`src/rtl/pipeline_pkg.sv`:
```
// Shared constants and helpers for the 3-stage global-stall pipeline and its sink.
package pipeline_pkg;

  localparam int DATA_W     = 32;
  localparam int PIPE_DEPTH = 3;

  // Occupancy counters need one bit more than the pointers so that "full" is representable.
  function automatic int count_w(input int depth);
    return $clog2(depth) + 1;
  endfunction

endpackage

```
`src/rtl/sink_fifo_mem.sv`:
```
// DEPTH x WIDTH storage for the pipeline sink: one synchronous write port, one asynchronous read port.
module sink_fifo_mem
  import pipeline_pkg::*;
#(
  parameter int WIDTH = DATA_W,
  parameter int DEPTH = 8,
  localparam int AW   = $clog2(DEPTH)
) (
  input  logic             clk,
  input  logic             wr_en,
  input  logic [AW-1:0]    wr_addr,
  input  logic [WIDTH-1:0] wr_data,
  input  logic [AW-1:0]    rd_addr,
  output logic [WIDTH-1:0] rd_data
);

  logic [WIDTH-1:0] mem_q [DEPTH];

  // Capture one entry per cycle; contents need no reset since count gates validity.
  always_ff @(posedge clk) begin
    if (wr_en) begin
      mem_q[wr_addr] <= wr_data;
    end
  end

  // Fall-through read so the head entry is visible without a read cycle.
  assign rd_data = mem_q[rd_addr];

endmodule

```
`src/rtl/pipeline_sink.sv`:
```
// Output-side receiver: buffers pipeline results, drives global stall, and times the flush pulse.
module pipeline_sink
  import pipeline_pkg::*;
#(
  parameter int WIDTH      = pipeline_pkg::DATA_W,
  parameter int DEPTH      = 8,
  parameter int SKID       = 2,
  parameter int PIPE_DEPTH = pipeline_pkg::PIPE_DEPTH,
  localparam int CW        = pipeline_pkg::count_w(DEPTH)
) (
  input  logic             clk,
  input  logic             reset,
  input  logic [WIDTH-1:0] pipe_data,
  input  logic             pipe_valid,
  output logic             stall,
  output logic             flush,
  input  logic             clear,
  output logic [WIDTH-1:0] out_data,
  output logic             out_valid,
  input  logic             out_ready,
  output logic [CW-1:0]    count,
  output logic             overflow
);

  localparam int PW = $clog2(DEPTH);
  localparam int FW = $clog2(PIPE_DEPTH + 1);

  localparam logic [CW-1:0] FULL_LVL   = CW'(DEPTH);
  localparam logic [CW-1:0] STALL_LVL  = CW'(DEPTH - SKID);
  localparam logic [FW-1:0] FLUSH_LOAD = FW'(PIPE_DEPTH);

  logic [PW-1:0] wr_ptr_q, wr_ptr_d;
  logic [PW-1:0] rd_ptr_q, rd_ptr_d;
  logic [CW-1:0] count_q, count_d;
  logic [FW-1:0] flush_cnt_q, flush_cnt_d;
  logic          overflow_q, overflow_d;

  logic full;
  logic push;
  logic pop;
  logic drop;

  // Accept/drop/pop qualification; clear and flush discard anything in flight.
  always_comb begin
    full = (count_q == FULL_LVL);
    push = pipe_valid && !full && !clear && !flush;
    drop = pipe_valid &&  full && !clear && !flush;
    pop  = out_valid && out_ready && !clear;
  end

  // Next-state for pointers, occupancy, flush timer and sticky overflow.
  always_comb begin
    wr_ptr_d    = wr_ptr_q;
    rd_ptr_d    = rd_ptr_q;
    count_d     = count_q;
    flush_cnt_d = flush_cnt_q;
    overflow_d  = overflow_q || drop;

    if (clear) begin
      wr_ptr_d    = '0;
      rd_ptr_d    = '0;
      count_d     = '0;
      flush_cnt_d = FLUSH_LOAD;
    end else begin
      if (push) begin
        wr_ptr_d = wr_ptr_q + PW'(1);
      end
      if (pop) begin
        rd_ptr_d = rd_ptr_q + PW'(1);
      end
      if (push && !pop) begin
        count_d = count_q + CW'(1);
      end else if (pop && !push) begin
        count_d = count_q - CW'(1);
      end
      if (flush_cnt_q != '0) begin
        flush_cnt_d = flush_cnt_q - FW'(1);
      end
    end
  end

  // State register; reset takes effect immediately, independent of the clock.
  always_ff @(posedge clk or posedge reset) begin
    if (reset) begin
      wr_ptr_q    <= '0;
      rd_ptr_q    <= '0;
      count_q     <= '0;
      flush_cnt_q <= '0;
      overflow_q  <= 1'b0;
    end else begin
      wr_ptr_q    <= wr_ptr_d;
      rd_ptr_q    <= rd_ptr_d;
      count_q     <= count_d;
      flush_cnt_q <= flush_cnt_d;
      overflow_q  <= overflow_d;
    end
  end

  sink_fifo_mem #(
    .WIDTH (WIDTH),
    .DEPTH (DEPTH)
  ) u_mem (
    .clk     (clk),
    .wr_en   (push),
    .wr_addr (wr_ptr_q),
    .wr_data (pipe_data),
    .rd_addr (rd_ptr_q),
    .rd_data (out_data)
  );

  // Status outputs are decoded only from registered state, so they are glitch-free.
  always_comb begin
    out_valid = (count_q != '0);
    stall     = (count_q >= STALL_LVL);
    flush     = (flush_cnt_q != '0);
    count     = count_q;
    overflow  = overflow_q;
  end

endmodule

```
`config.mk`:
```
export PLATFORM = sky130hd
export DESIGN_NAME = pipeline_sink
export DESIGN_NICKNAME = d
export VERILOG_FILES = /design/src/rtl/pipeline_pkg.sv /design/src/rtl/sink_fifo_mem.sv /design/src/rtl/pipeline_sink.sv
export SDC_FILE = /design/constraint.sdc
export NUM_CORES = 1
export LEC_CHECK = 0
export ABC_CLOCK_PERIOD_IN_PS = 3500
export BUFFER_PORTS_ARGS = -buffer_cell sky130_fd_sc_hd__buf_2
export CAP_MARGIN = 40
export CORE_ASPECT_RATIO = 0.9
export CORE_UTILIZATION = 54
export DETAILED_ROUTE_END_ITERATION = 10
export GPL_ROUTABILITY_DRIVEN = 0
export HOLD_SLACK_MARGIN = 0.12
export PLACE_DENSITY = 0.82
export SYNTH_ARGS = -nofsm -noshare
export SYNTH_HDL_FRONTEND = slang
export SYNTH_HIERARCHICAL = 1
export SYNTH_SLANG_ARGS = --single-unit
```
`constraint.sdc`:
```
create_clock -name clk -period 3.5 [get_ports clk]
set_input_delay 0.175 -clock clk [delete_from_list [all_inputs] [get_ports clk]]
set_output_delay 0.175 -clock clk [all_outputs]
set_load 0.01 [all_outputs]
```
==> run summary <==
worst skew pair latency: 0.52 ns
CP delay by family, top: multiplexers
antenna-violating nets left: 0
Routed WL: 18900 um
HP Class: input pin to flop
Gate Count Post-Synth: 459
root buffer cell: clkbuf_16
top cell type's share of synthesized area: 0.722
Top FF cell, synth: edfxtp_1
area delta synth->final: 17.4%
Max Slew Vio Count: 0
largest net degree at the start of global routing: 41
post-detail-place hpwl: 10600 um
Final period util: 0.834
CP endpoint kind: output port
Yosys reg bits: 269
Initial Utilization: 0.554
r2r worst-path depth: 7
Netlist cell types: 38
final instance area: 12500 um2
Reg2Reg Launch Point: count[0]$_DFFE_PP0P_
Buf/Inv on CP: 2
reg2reg end: count[3]$_DFFE_PP0P_
Post-synth EDFFs: 256
IO Port Bufs: 76
CTS sink cnt: 269
vias in the first global route: 5215
clock buffer depth: 3
Total GRT Usage: 0.197
Area after DPL: 11400 um2
antenna cells: 0
Slew HR: 0.531
yosys warns: 6
worst ir drop on vdd: 0.436 mV
power share of the clock group: 0.326
register-to-register setup slack: 0.98 ns
TritonCTS clock tree: built
Total Die Area: 20300 um2
total core area: 19200 um2
Die W: 150 um
CTS buffer count: 25
most common cell in the netlist: edfxtp_1
CTS HTree Levels: 1
RSZ-0062 raised after global routing: no
Chip Height: 135 um
initial antenna violation count: 0
DRC Markers: 0
Layout fillers: 1269
routed len/inst: 22.1 um
Clock transition at path regs: 0.06 ns
row count: 48
Max Clock Freq: 0.343 GHz
Seq/Total Area, Yosys: 0.753
CP Cell Sequence: buf_12 > mux4_1 > mux2_2 > buf_2
share of cells above drive strength 1: 0.326
syn nets: 502
io pins: 77
cts repair resizes: 0
syn_area_per_cell: 23.2 um2
switching power: 0.00180 W
Finish-stage setup viols: 0
status: finished clean
critical path's largest stage delay: 0.76 ns
first-pass GRT wire length: 29200 um
Worst Setup SP: rd_ptr_q[0]$_DFFE_PP0P_
Worst Hold End: rd_ptr_q[0]$_DFFE_PP0P_
nets@finish: 632
hold wc startpoint: out_ready
Power Internal: 0.00577 W
leakage power: 4.17 nW
largest cells by area after synthesis: edfxtp_1 (72%), mux4_1 (9.9%), mux4_2 (5.3%), mux2_2 (3.4%), dfrtp_1 (3.1%)
Post-synth top cells: edfxtp_1 (256), mux4_1 (40), mux2_2 (32)
Final Skew: 0.00912 ns
Sw Ratio: 0.238
worst hold stages: 4
vias post-DR: 4929
CP arrival: 2.74 ns
Combinational Power Share: 0.181
CP Max Fanout: 40
DR pass1 iterations: 4
Max Cap Viol: 0
critical setup path kind: flop to output port
Pwr Density: 606 nW/um2
WP data required: 3.32 ns
power share of the sequential group: 0.492
final hold vios: 0
Fin Hold WS: 0.163 ns
startpoint types: flop
Worst Tran Pin Value: 0.703 ns
critical path's slowest cell: dfrtp_4
Vias/cell: 5.77
setup_tns: 0 ns
min cycle time layout: 2.92 ns
asr flop ratio synth: 0.0483
postcts setup bufs: 0
grt total ovfl: 0
total power: 0.00757 W
area leader, netlist: edfxtp_1
Iteration-0 DRC Markers: 319
synthesized area: 10600 um2
-- logic make-up (layout without fill, tap and decap cells) --
logic type	count (synthesis)	in the layout	share of synthesized area
compound gates	12	12	0.0101
xor+xnor	6	6	0.00494
fa+ha+maj	6	6	0.00776
buf+inv	28	173	0.0163
flops	269	269	0.753
mux	99	99	0.187
simple gates	39	39	0.0203
-- worst max path at each step --
stage / endpoint / slack, ns / depth (start not counted)
4_1_cts: out_data[27] / 0.52 / 4
2_1_floorplan: u_mem/mem_q[1][0]$_DFFE_PP_ / 0.60 / 6
3_5_place_dp: u_mem/mem_q[5][5]$_DFFE_PP_ / 0.99 / 7
6_report: out_data[27] / 0.58 / 4
5_1_grt: out_data[27] / 0.46 / 4
3_3_place_gp: u_mem/mem_q[5][1]$_DFFE_PP_ / 1.05 / 7
-- power groups by stage --
stage               clock network (W)  registers, W  logic, W
global route                  0.00264       0.00375   0.00149
global placement                    0       0.00382   0.00128
finish                        0.00247       0.00373   0.00137
floorplan                           0       0.00369   0.00112
detailed placement                  0       0.00380   0.00135
CTS                           0.00252       0.00373   0.00140
-- cells in the final DEF, fill, tap and decap left out, drive strengths merged --
cell type    Yosys  routed
nand2b           4       4
nand3b           1       1
bufinv           0       1
a21o             3       3
mux4            65      65
o21ai            1       1
dfrtp           13      13
xor2             3       3
a21oi            4       4
o41a             1       1
xnor2            3       3
nand2            8       8
inv              7       8
clkbuf           2      33
or4              1       1
dlygate4sd3      0      35
nand3            1       1
edfxtp         256     256
and3b            1       1
ha               5       5
or4b             1       1
or2              1       1
nor3             6       6
o41ai            1       1
mux2            32      32
fa               1       1
o21a             2       2
clkinv           0       7
buf             19      89
mux2i            2       2
nor4b            1       1
or3b             1       1
nor2            13      13
-- per-layer routing --
metal / wire length, um / track usage
met4: 342 / 0.0499
met2: 9440 / 0.339
met5: 0 / 0
met1: 8320 / 0.264
met3: 760 / 0.0313
-- per-stage QoR --
step,setup slack [ns],utilization,cells
6_report,0.582,0.650,854
5_1_grt,0.463,0.650,854
4_1_cts,0.518,0.650,854
3_5_place_dp,0.992,0.594,777
3_3_place_gp,1.05,0.593,776
2_1_floorplan,0.603,-,459
-- worst register-to-register path: stages, from the launching register on --
cell     delay [ns]
dfrtp_1        0.52
o41ai_4        0.53
nand2_2        0.14
ha_1           0.30
a21o_1         0.18
a21oi_1        0.19
mux4_2         0.51
nor2_1         0.09
-- timing repair --
item,CTS,global route
hold endpoints to repair,281,0
hold buffers,35,0
setup endpoints to repair,0,0
-- state kept, by name (all words and copies together), names as in the netlist --
register,cells
flush_cnt_q,2
wr_ptr_q,3
u_mem/mem_q,256
count,4
rd_ptr_q,3
overflow,1
-- area by class of cell --
class | count | area (um2) | area share
Sequential cell | 269 | 8020 | 0.642
Timing Repair Buffer | 124 | 878 | 0.0703
Clock buffer | 33 | 666 | 0.0533
Inverter | 7 | 26.3 | 0.00210
Clock inverter | 9 | 71.3 | 0.00571
Multi-Input combinational cell | 162 | 2520 | 0.202
Tap cell | 250 | 313 | 0.0250
(Power assumes the default switching activity.)
